## src/rtl/ahb_arb_pkg.sv

```systemverilog
// Shared encodings and helpers for the AHB-Lite multi-master arbiter.
package ahb_arb_pkg;

  localparam logic [1:0] HTRANS_IDLE   = 2'b00;
  localparam logic [1:0] HTRANS_BUSY   = 2'b01;
  localparam logic [1:0] HTRANS_NONSEQ = 2'b10;
  localparam logic [1:0] HTRANS_SEQ    = 2'b11;

  localparam logic [2:0] HBURST_SINGLE = 3'd0;
  localparam logic [2:0] HBURST_INCR   = 3'd1;
  localparam logic [2:0] HBURST_WRAP4  = 3'd2;
  localparam logic [2:0] HBURST_INCR4  = 3'd3;
  localparam logic [2:0] HBURST_WRAP8  = 3'd4;
  localparam logic [2:0] HBURST_INCR8  = 3'd5;
  localparam logic [2:0] HBURST_WRAP16 = 3'd6;
  localparam logic [2:0] HBURST_INCR16 = 3'd7;

  localparam int BEAT_CNT_W = 4;

  typedef enum logic [1:0] {
    ARB_S    = 2'd0,
    BURST_S  = 2'd1,
    LOCKED_S = 2'd2
  } arb_state_e;

  // Remaining beats after the NONSEQ of a fixed-length burst; 0 for SINGLE/INCR.
  function automatic logic [BEAT_CNT_W-1:0] burst_len_m1(input logic [2:0] hburst);
    logic [BEAT_CNT_W-1:0] len;
    case (hburst)
      HBURST_WRAP4,  HBURST_INCR4:  len = 4'd3;
      HBURST_WRAP8,  HBURST_INCR8:  len = 4'd7;
      HBURST_WRAP16, HBURST_INCR16: len = 4'd15;
      default:                      len = 4'd0;
    endcase
    return len;
  endfunction

  function automatic logic burst_is_fixed(input logic [2:0] hburst);
    return (burst_len_m1(hburst) != 4'd0);
  endfunction

endpackage

```

## src/rtl/ahb_rr_picker.sv

```systemverilog
// Round-robin picker: first requester strictly after last_i (mod N), one-hot result.
module ahb_rr_picker #(
  parameter int N  = 2,
  parameter int IW = $clog2(N)
) (
  input  logic [N-1:0]  req_i,
  input  logic [IW-1:0] last_i,
  output logic [N-1:0]  grant_o
);

  logic found_s;
  logic hit_s;

  // The last owner is visited at offset N, so it only wins when nobody else asks.
  always_comb begin
    grant_o = '0;
    found_s = 1'b0;
    hit_s   = 1'b0;
    for (int k = 1; k <= N; k++) begin
      for (int j = 0; j < N; j++) begin
        hit_s      = req_i[j] & ~found_s & (j == ((int'(last_i) + k) % N));
        grant_o[j] = grant_o[j] | hit_s;
        found_s    = found_s | hit_s;
      end
    end
  end

endmodule

```

## src/rtl/ahb_lite_arbiter.sv

```systemverilog
// AHB-Lite arbiter: round-robin grant, fixed-burst and locked-sequence holding,
// address-phase mux by hmaster and write-data mux by the data-phase owner.
module ahb_lite_arbiter
  import ahb_arb_pkg::*;
#(
  parameter int NUM_MST     = 2,
  parameter int HADDR_WIDTH = 32,
  parameter int HDATA_WIDTH = 32
) (
  input  logic                           hclk,
  input  logic                           hreset,
  input  logic [NUM_MST-1:0]             m_hbusreq,
  input  logic [NUM_MST-1:0]             m_hlock,
  input  logic [NUM_MST*HADDR_WIDTH-1:0] m_haddr,
  input  logic [NUM_MST*2-1:0]           m_htrans,
  input  logic [NUM_MST*3-1:0]           m_hburst,
  input  logic [NUM_MST*3-1:0]           m_hsize,
  input  logic [NUM_MST*4-1:0]           m_hprot,
  input  logic [NUM_MST-1:0]             m_hwrite,
  input  logic [NUM_MST*HDATA_WIDTH-1:0] m_hwdata,
  output logic [NUM_MST-1:0]             m_hgrant,
  output logic [HADDR_WIDTH-1:0]         Haddr,
  output logic [1:0]                     Htrans,
  output logic [2:0]                     Hburst,
  output logic [2:0]                     Hsize,
  output logic [3:0]                     Hprot,
  output logic                           Hwrite,
  output logic                           Hmastlock,
  output logic [HDATA_WIDTH-1:0]         Hwdata,
  input  logic                           Hready_out,
  input  logic                           Hresp,
  output logic [$clog2(NUM_MST)-1:0]     hmaster
);

  localparam int IW = $clog2(NUM_MST);

  logic [HADDR_WIDTH-1:0] addr_a  [NUM_MST];
  logic [HDATA_WIDTH-1:0] wdata_a [NUM_MST];
  logic [1:0]             trans_a [NUM_MST];
  logic [2:0]             burst_a [NUM_MST];
  logic [2:0]             size_a  [NUM_MST];
  logic [3:0]             prot_a  [NUM_MST];

  for (genvar g = 0; g < NUM_MST; g++) begin : g_unpack
    assign addr_a[g]  = m_haddr[g*HADDR_WIDTH +: HADDR_WIDTH];
    assign wdata_a[g] = m_hwdata[g*HDATA_WIDTH +: HDATA_WIDTH];
    assign trans_a[g] = m_htrans[g*2 +: 2];
    assign burst_a[g] = m_hburst[g*3 +: 3];
    assign size_a[g]  = m_hsize[g*3 +: 3];
    assign prot_a[g]  = m_hprot[g*4 +: 4];
  end

  arb_state_e            state_q,   state_d;
  logic [IW-1:0]         hmaster_q, hmaster_d;
  logic [IW-1:0]         dmaster_q, dmaster_d;
  logic [BEAT_CNT_W-1:0] cnt_q,     cnt_d;

  logic [NUM_MST-1:0] pick_oh_s;
  logic [IW-1:0]      pick_idx_s;
  logic [IW-1:0]      arb_target_s;
  logic               any_req_s;
  logic               own_req_s;
  logic               own_lock_s;
  logic [1:0]         htrans_s;
  logic [2:0]         own_burst_s;
  logic               idle_s, busy_s, nonseq_s, seq_s;

  ahb_rr_picker #(.N(NUM_MST), .IW(IW)) u_picker (
    .req_i   (m_hbusreq),
    .last_i  (hmaster_q),
    .grant_o (pick_oh_s)
  );

  // One-hot winner to index.
  always_comb begin
    pick_idx_s = '0;
    for (int j = 0; j < NUM_MST; j++) begin
      pick_idx_s = pick_idx_s | ({IW{pick_oh_s[j]}} & IW'(j));
    end
  end

  assign any_req_s    = |m_hbusreq;
  assign arb_target_s = any_req_s ? pick_idx_s : hmaster_q;
  assign own_req_s    = m_hbusreq[hmaster_q];
  assign own_lock_s   = m_hlock[hmaster_q];
  assign own_burst_s  = burst_a[hmaster_q];

  // A parked owner that is not requesting must not leak transfers onto the bus.
  assign htrans_s = (hreset || ((state_q == ARB_S) && !own_req_s)) ? HTRANS_IDLE
                                                                    : trans_a[hmaster_q];
  assign idle_s   = (htrans_s == HTRANS_IDLE);
  assign busy_s   = (htrans_s == HTRANS_BUSY);
  assign nonseq_s = (htrans_s == HTRANS_NONSEQ);
  assign seq_s    = (htrans_s == HTRANS_SEQ);

  // State register.
  always_ff @(posedge hclk) begin
    if (hreset) begin
      state_q   <= ARB_S;
      hmaster_q <= '0;
      dmaster_q <= '0;
      cnt_q     <= '0;
    end else begin
      state_q   <= state_d;
      hmaster_q <= hmaster_d;
      dmaster_q <= dmaster_d;
      cnt_q     <= cnt_d;
    end
  end

  // Next-state: everything freezes while the slave inserts wait states.
  always_comb begin
    state_d   = state_q;
    hmaster_d = hmaster_q;
    dmaster_d = dmaster_q;
    cnt_d     = cnt_q;
    if (Hready_out) begin
      dmaster_d = hmaster_q;
      case (state_q)
        ARB_S: begin
          if (nonseq_s && own_lock_s) begin
            state_d = LOCKED_S;
          end else if (nonseq_s && burst_is_fixed(own_burst_s)) begin
            state_d = BURST_S;
            cnt_d   = burst_len_m1(own_burst_s);
          end else if (own_req_s && (seq_s || busy_s)) begin
            hmaster_d = hmaster_q;
          end else begin
            hmaster_d = arb_target_s;
          end
        end
        BURST_S: begin
          if (Hresp) begin
            state_d   = ARB_S;
            cnt_d     = '0;
            hmaster_d = arb_target_s;
          end else if (nonseq_s && own_lock_s) begin
            state_d = LOCKED_S;
            cnt_d   = '0;
          end else if (seq_s) begin
            cnt_d = (cnt_q == 4'd0) ? 4'd0 : (cnt_q - 4'd1);
            if (cnt_q <= 4'd1) begin
              state_d   = ARB_S;
              hmaster_d = arb_target_s;
            end else begin
              state_d = BURST_S;
            end
          end else begin
            cnt_d = cnt_q;
          end
        end
        LOCKED_S: begin
          if (!own_lock_s && (idle_s || nonseq_s)) begin
            state_d   = ARB_S;
            hmaster_d = arb_target_s;
          end else begin
            state_d = LOCKED_S;
          end
        end
        default: begin
          state_d = ARB_S;
          cnt_d   = '0;
        end
      endcase
    end else begin
      state_d = state_q;
    end
  end

  // Outputs: address phase follows hmaster, write data follows the data-phase owner.
  always_comb begin
    Haddr     = addr_a[hmaster_q];
    Htrans    = htrans_s;
    Hburst    = burst_a[hmaster_q];
    Hsize     = size_a[hmaster_q];
    Hprot     = prot_a[hmaster_q];
    Hwrite    = m_hwrite[hmaster_q];
    Hmastlock = (state_q == LOCKED_S);
    Hwdata    = wdata_a[dmaster_q];
    hmaster   = hmaster_q;
    m_hgrant  = '0;
    for (int j = 0; j < NUM_MST; j++) begin
      m_hgrant[j] = (hmaster_q == IW'(j));
    end
  end

endmodule

```

## config.mk

```make
export PLATFORM = sky130hd
export DESIGN_NAME = ahb_lite_arbiter
export DESIGN_NICKNAME = d
export VERILOG_FILES = /design/src/rtl/ahb_arb_pkg.sv /design/src/rtl/ahb_rr_picker.sv /design/src/rtl/ahb_lite_arbiter.sv
export SDC_FILE = /design/constraint.sdc
export NUM_CORES = 1
export LEC_CHECK = 0
export ABC_CLOCK_PERIOD_IN_PS = 1600
export BUFFER_PORTS_ARGS = -buffer_cell sky130_fd_sc_hd__buf_2
export CORE_AREA = 2 2 95 97
export DETAILED_ROUTE_END_ITERATION = 6
export DIE_AREA = 0 0 97 99
export GPL_TIMING_DRIVEN = 1
export SKIP_LAST_GASP = 1
export SYNTH_ARGS = -nofsm -noshare
export SYNTH_HDL_FRONTEND = slang
export SYNTH_HIERARCHICAL = 1
export SYNTH_SLANG_ARGS = --single-unit
```

## constraint.sdc

```tcl
create_clock -name hclk -period 1.6 [get_ports hclk]
set_input_delay 0.24 -clock hclk [delete_from_list [all_inputs] [get_ports hclk]]
set_output_delay 0.24 -clock hclk [all_outputs]
set_load 0.005 [all_outputs]
```

* Word level (Yosys, flattened, before mapping)
Index checks and enable logic that the tools add are counted.
** Storage, ports and cells
- Flip-flop bits (word level) :: 8
- Bits of input ports :: 162
** Operators by class
- Add/sub/neg operators :: 3
- $lt $le $gt $ge :: 4
- Eq/ne operators :: 23
- Muxes and demuxes :: 54
- Bitwise logic cells :: 19
- Reduce and logical (&&, ||, !) cells :: 24
** Operators with widths (number)
- 2-to-1 mux 32 bit :: 6
- logical NOT 32 bit :: 2
- 2-to-1 mux 4 bit :: 12
- one-hot mux 4 bit (3 select lines) :: 2
- 2-to-1 mux 2 bit :: 10
- 2-to-1 mux 3 bit :: 6
- 2-to-1 mux 1 bit :: 16
- equality test 3 bit (second input constant) :: 4
- != test 3 bit (second input constant) :: 3
- AND reduction 9 bit :: 1
- OR reduction 2 bit :: 4
- AND 1 bit :: 7
- equality test 2 bit (second input constant) :: 3
- equality test 3 x 2 -> 1 bit (second input constant) :: 2
- != test 2 bit (second input constant) :: 3
- one-hot mux 2 bit (3 select lines) :: 1
- logical AND 1 bit :: 5
- inverter 1 bit :: 5
- AND reduction 5 bit :: 1
- equality test 2 x 1 -> 1 bit (second input constant) :: 2
- equality test 2 bit (first input constant) :: 2
- greater-or-equal comparator 2 bit (second input constant) :: 2
- less-or-equal comparator 4 x 1 -> 1 bit (second input constant) :: 1
- logical NOT 2 bit :: 2
- 16 further kinds :: 25

* Logic depth before layout (Yosys ltp)
- Word-level depth :: 22
- Gate-level depth with buffers :: 7
- Mapped depth without buffers :: 6

* Modules after synthesis
Netlist, hierarchy kept.
** Modules (own cells, without submodules)
- ahb_lite_arbiter :: times used 1, cells an instance 176, area each 1580.3 µm²
- ahb_rr_picker :: times used 1, cells an instance 3, area each 18.8 µm²

* Worst setup path before layout
No wires, ideal clock.
- Kind :: register -> register
- From :: reg hmaster_q (netlist: hmaster)
- To :: reg cnt_q[3]
- Setup time :: 0.091 ns
- Arrival time :: 1.646 ns
- Setup slack :: -0.137 ns
- Cell stages (with the launch flop) :: 7
- Path buffers :: 0
- Path through :: dfxtp_1 -> mux2i_2 -> a211o_1 -> inv_2 -> a41o_1 -> and2_1 -> a311oi_1
** RTL lines
- start, declared :: line ahb_lite_arbiter.sv:54 : logic [IW-1:0] hmaster_q, hmaster_d;
- start signal, assigned :: line ahb_lite_arbiter.sv:105 : hmaster_q <= hmaster_d;
- 2-to-1 mux 1 bit (implied by the code) (2 in series) :: line ahb_lite_arbiter.sv:84 : assign own_req_s = m_hbusreq[hmaster_q];
- logical NOT 1 bit :: line ahb_lite_arbiter.sv:89 : assign htrans_s = (hreset || ((state_q == ARB_S) && !own_req_s)) ? HTRANS_IDLE
- logical AND 1 bit :: line ahb_lite_arbiter.sv:89
- logical OR 1 bit :: line ahb_lite_arbiter.sv:89
- 2-to-1 mux 2 bit (*) :: line ahb_lite_arbiter.sv:89
- net Htrans[1] :: line ahb_lite_arbiter.sv:23 : output logic [1:0] Htrans,
- equality test 2 bit :: line ahb_lite_arbiter.sv:93 : assign nonseq_s = (htrans_s == HTRANS_NONSEQ);
- logical AND 1 bit :: line ahb_lite_arbiter.sv:121, ahb_lite_arbiter.sv:137
- 2-to-1 mux 4 bit :: line ahb_lite_arbiter.sv:137 : end else if (nonseq_s && own_lock_s) begin
- 2-to-1 mux 4 bit :: line ahb_lite_arbiter.sv:133 : if (Hresp) begin
- one-hot mux 4 bit (3 select lines) :: line ahb_lite_arbiter.sv:119 : case (state_q)
- end signal, assigned :: line ahb_lite_arbiter.sv:107 : cnt_q <= cnt_d;
- end, declared :: line ahb_lite_arbiter.sv:56 : logic [BEAT_CNT_W-1:0] cnt_q, cnt_d;
Mark *: on every way through the listed nets, which the timed path passes. The rest lies on a longest branch. The select of a mux whose other input is x is not followed.
A chain may end at the register's enable or synchronous reset.

* Worst setup path after layout
- From :: reg hmaster_q (netlist: hmaster)
- To :: out Hsize[2]
** On the way
- Word-level cells in the longest chain between the ends :: 4
** Ends and longest elaborated chain
- inverter 1 -> 2 bit (implied by the code) :: line ahb_lite_arbiter.sv:175 : Hsize = size_a[hmaster_q];
- 2-to-1 mux 3 bit (implied by the code) (3 in series) :: line ahb_lite_arbiter.sv:175
- end, declared :: line ahb_lite_arbiter.sv:25 : output logic [2:0] Hsize,
Every way passes these cells. The select of a mux whose other input is x is not followed.

==> impl_metrics.json <==
{
  "tightest_slew_ns": 0.330,
  "grt_first_pass_wirelength_microns": 11700,
  "cts_root_buf": "clkbuf_8",
  "tns_ns": -3.78,
  "rr_endpoint": "cnt_q[3]",
  "highest_layer": "met4",
  "cp-end-kind": "primary output",
  "io_buffers": 242,
  "core_sq_mm": 0.00855,
  "gp_congestion": 0.828,
  "drc": 0,
  "nNetsFinal": 605,
  "detailedPlacementHpwl_microns": 6310,
  "grt_overflow": 0,
  "min_to": "dmaster_q",
  "htreeDepth": 1,
  "required_ns": 1.36,
  "rsz0062_at_grt": "true",
  "ys_warn_count": 6,
  "met2_length_microns": 3830,
  "drt_iter0_drc": 112,
  "hp-class": "in -> reg",
  "avgViaCountPerCell": 4.56,
  "whs_path_depth": 3,
  "cts.path.max_buffers": 2,
  "start_util": 0.186,
  "outcome": "finished, violations left",
  "hold_buffers": 0,
  "path_max_fanout": 21,
  "max_cap_viol_count": 0,
  "drt_pre_antenna_iters": 6,
  "cts.sinks": 8,
  "wl_met3_microns": 534,
  "io_pins": 243,
  "path_clk_slew_ns": 0.05,
  "violations": "negative setup slack",
  "synth_cells": 177,
  "p_leak_nw": 1.69,
  "clkLatencyLatePin_ns": 0.23,
  "wl_per_cell_microns": 14.2,
  "n_antenna_cell": 0,
  "worst_slack_ns": -0.113,
  "fmax_mhz": 584,
  "dpl-instance-area_sq_mm": 0.00310,
  "cts_buffers": 3,
  "critPathKind": "reg -> out",
  "syn_area_per_cell_sq_um": 8.97,
  "grt_use_total": 0.146,
  "placed_cells": 536,
  "ff2ff_setup_slack_ns": -0.07,
  "cp-start-kind": "register",
  "hold_viol": 0,
  "worstRegToRegCells": 6,
  "fp.dieW_microns": 97,
  "via_count": 2506,
  "finalInstanceArea_sq_mm": 0.00337,
  "finalCriticalPeriod_ns": 1.71,
  "ant_nets": 0,
  "stdcell_count": 549,
  "area_delta_synth_final_pct": 112,
  "syn_nets": 339,
  "p_per_area_mw_per_mm2": 415,
  "crit_arrival_ns": 1.47,
  "fp-row-count": 34,
  "antenna_found_initial": 0,
  "cts_tree": "built",
  "max_slew_margin": 0.779,
  "layout_worst_path_cycle_share": 1.07,
  "grt_pass1_vias": 2413,
  "maxSlewViolCount": 0,
  "max-vdd-ir-drop_mv": 0.168,
  "wl_met1_microns": 3390,
  "setup_violations": 50,
  "drt_wl_total_microns": 7820,
  "die_h_microns": 99,
  "power_mw": 1.40,
  "clock_skew_ns": 0.00912,
  "die_area_sq_mm": 0.00960,
  "grt_max_degree": 33,
  "pre_cts_ws_ns": -0.125,
  "syn_area_sq_mm": 0.00159,
  "rr_startpoint": "hmaster",
  "hp-start": "Hready_out",
  "drive_above_1_share": 0.848
}
==> timing repair <==
item	in CTS	in global routing
pin swaps	7	7
setup endpoints to repair	52	52
hold endpoints to repair	0	0
cloned	2	0
resized for setup	13	17
buffers inserted	4	4
==> through the flow <==
| step | hold slack (ns) | util |
|---|---|---|
| 3_3_place_gp | 0.541 | 0.362 |
| 3_5_place_dp | 0.550 | 0.362 |
| 5_1_grt | 0.414 | 0.394 |
| 2_1_floorplan | 0.392 | - |
| 4_1_cts | 0.379 | 0.382 |
| 6_report | 0.392 | 0.394 |
==> sequential cells by signal (all words and copies together), names as in the netlist <==
name and flops:
cnt_q 4, state_q 2, dmaster_q 1, hmaster 1
==> worst max-delay path, cell delays in order (launching register included) <==
cell     delay, ns
dfxtp_4       0.40
buf_12        0.16
buf_16        0.17
mux2_2        0.37
buf_2         0.13
==> how the worst max path moves through the flow <==
stage	startpoint	to	slack (ns)
after floorplan	hmaster	cnt_q[3]	-0.02
final	hmaster	Hsize[2]	-0.11
after global placement	hmaster	cnt_q[3]	-0.06
after detailed placement	hmaster	cnt_q[3]	-0.12
after global routing	hmaster	cnt_q[1]	-0.18
after CTS	hmaster	cnt_q[3]	-0.1
==> placed cells by master, fill, tap and decap left out, drive strengths merged, types with 4 or more instances in the layout <==
cell type and n:
inv 6, nor2 10, buf 274, a311oi 4, a21oi 4, mux2 75
mux2i 5, dfxtp 8, o21ai 5, nand2b 5, o311ai 4, nor3 4
nand2 4
==> report_power, final <==
group	total, mW	switching (mW)	internal [mW]
Sequential	0.226	0.0146	0.212
Combinational	0.926	0.369	0.557
Clock	0.247	0.0832	0.163
==> layout make-up <==
| type | instances | area [sq um] |
|---|---|---|
| fill | 877 | 5180 |
| timing repair buffer | 274 | 1530 |
| multi-input combinational | 150 | 1480 |
| clock buffer | 3 | 41.3 |
| sequential | 8 | 164 |
| inverter | 6 | 22.5 |
| tap | 108 | 135 |
==> per-layer routing <==
metal,vias up,track usage
met3,18,0.0255
li1,1215,-
met2,135,0.252
met1,1138,0.193
met5,-,0
met4,0,0.0217
Note: power is estimated with default switching activity, not from simulation.
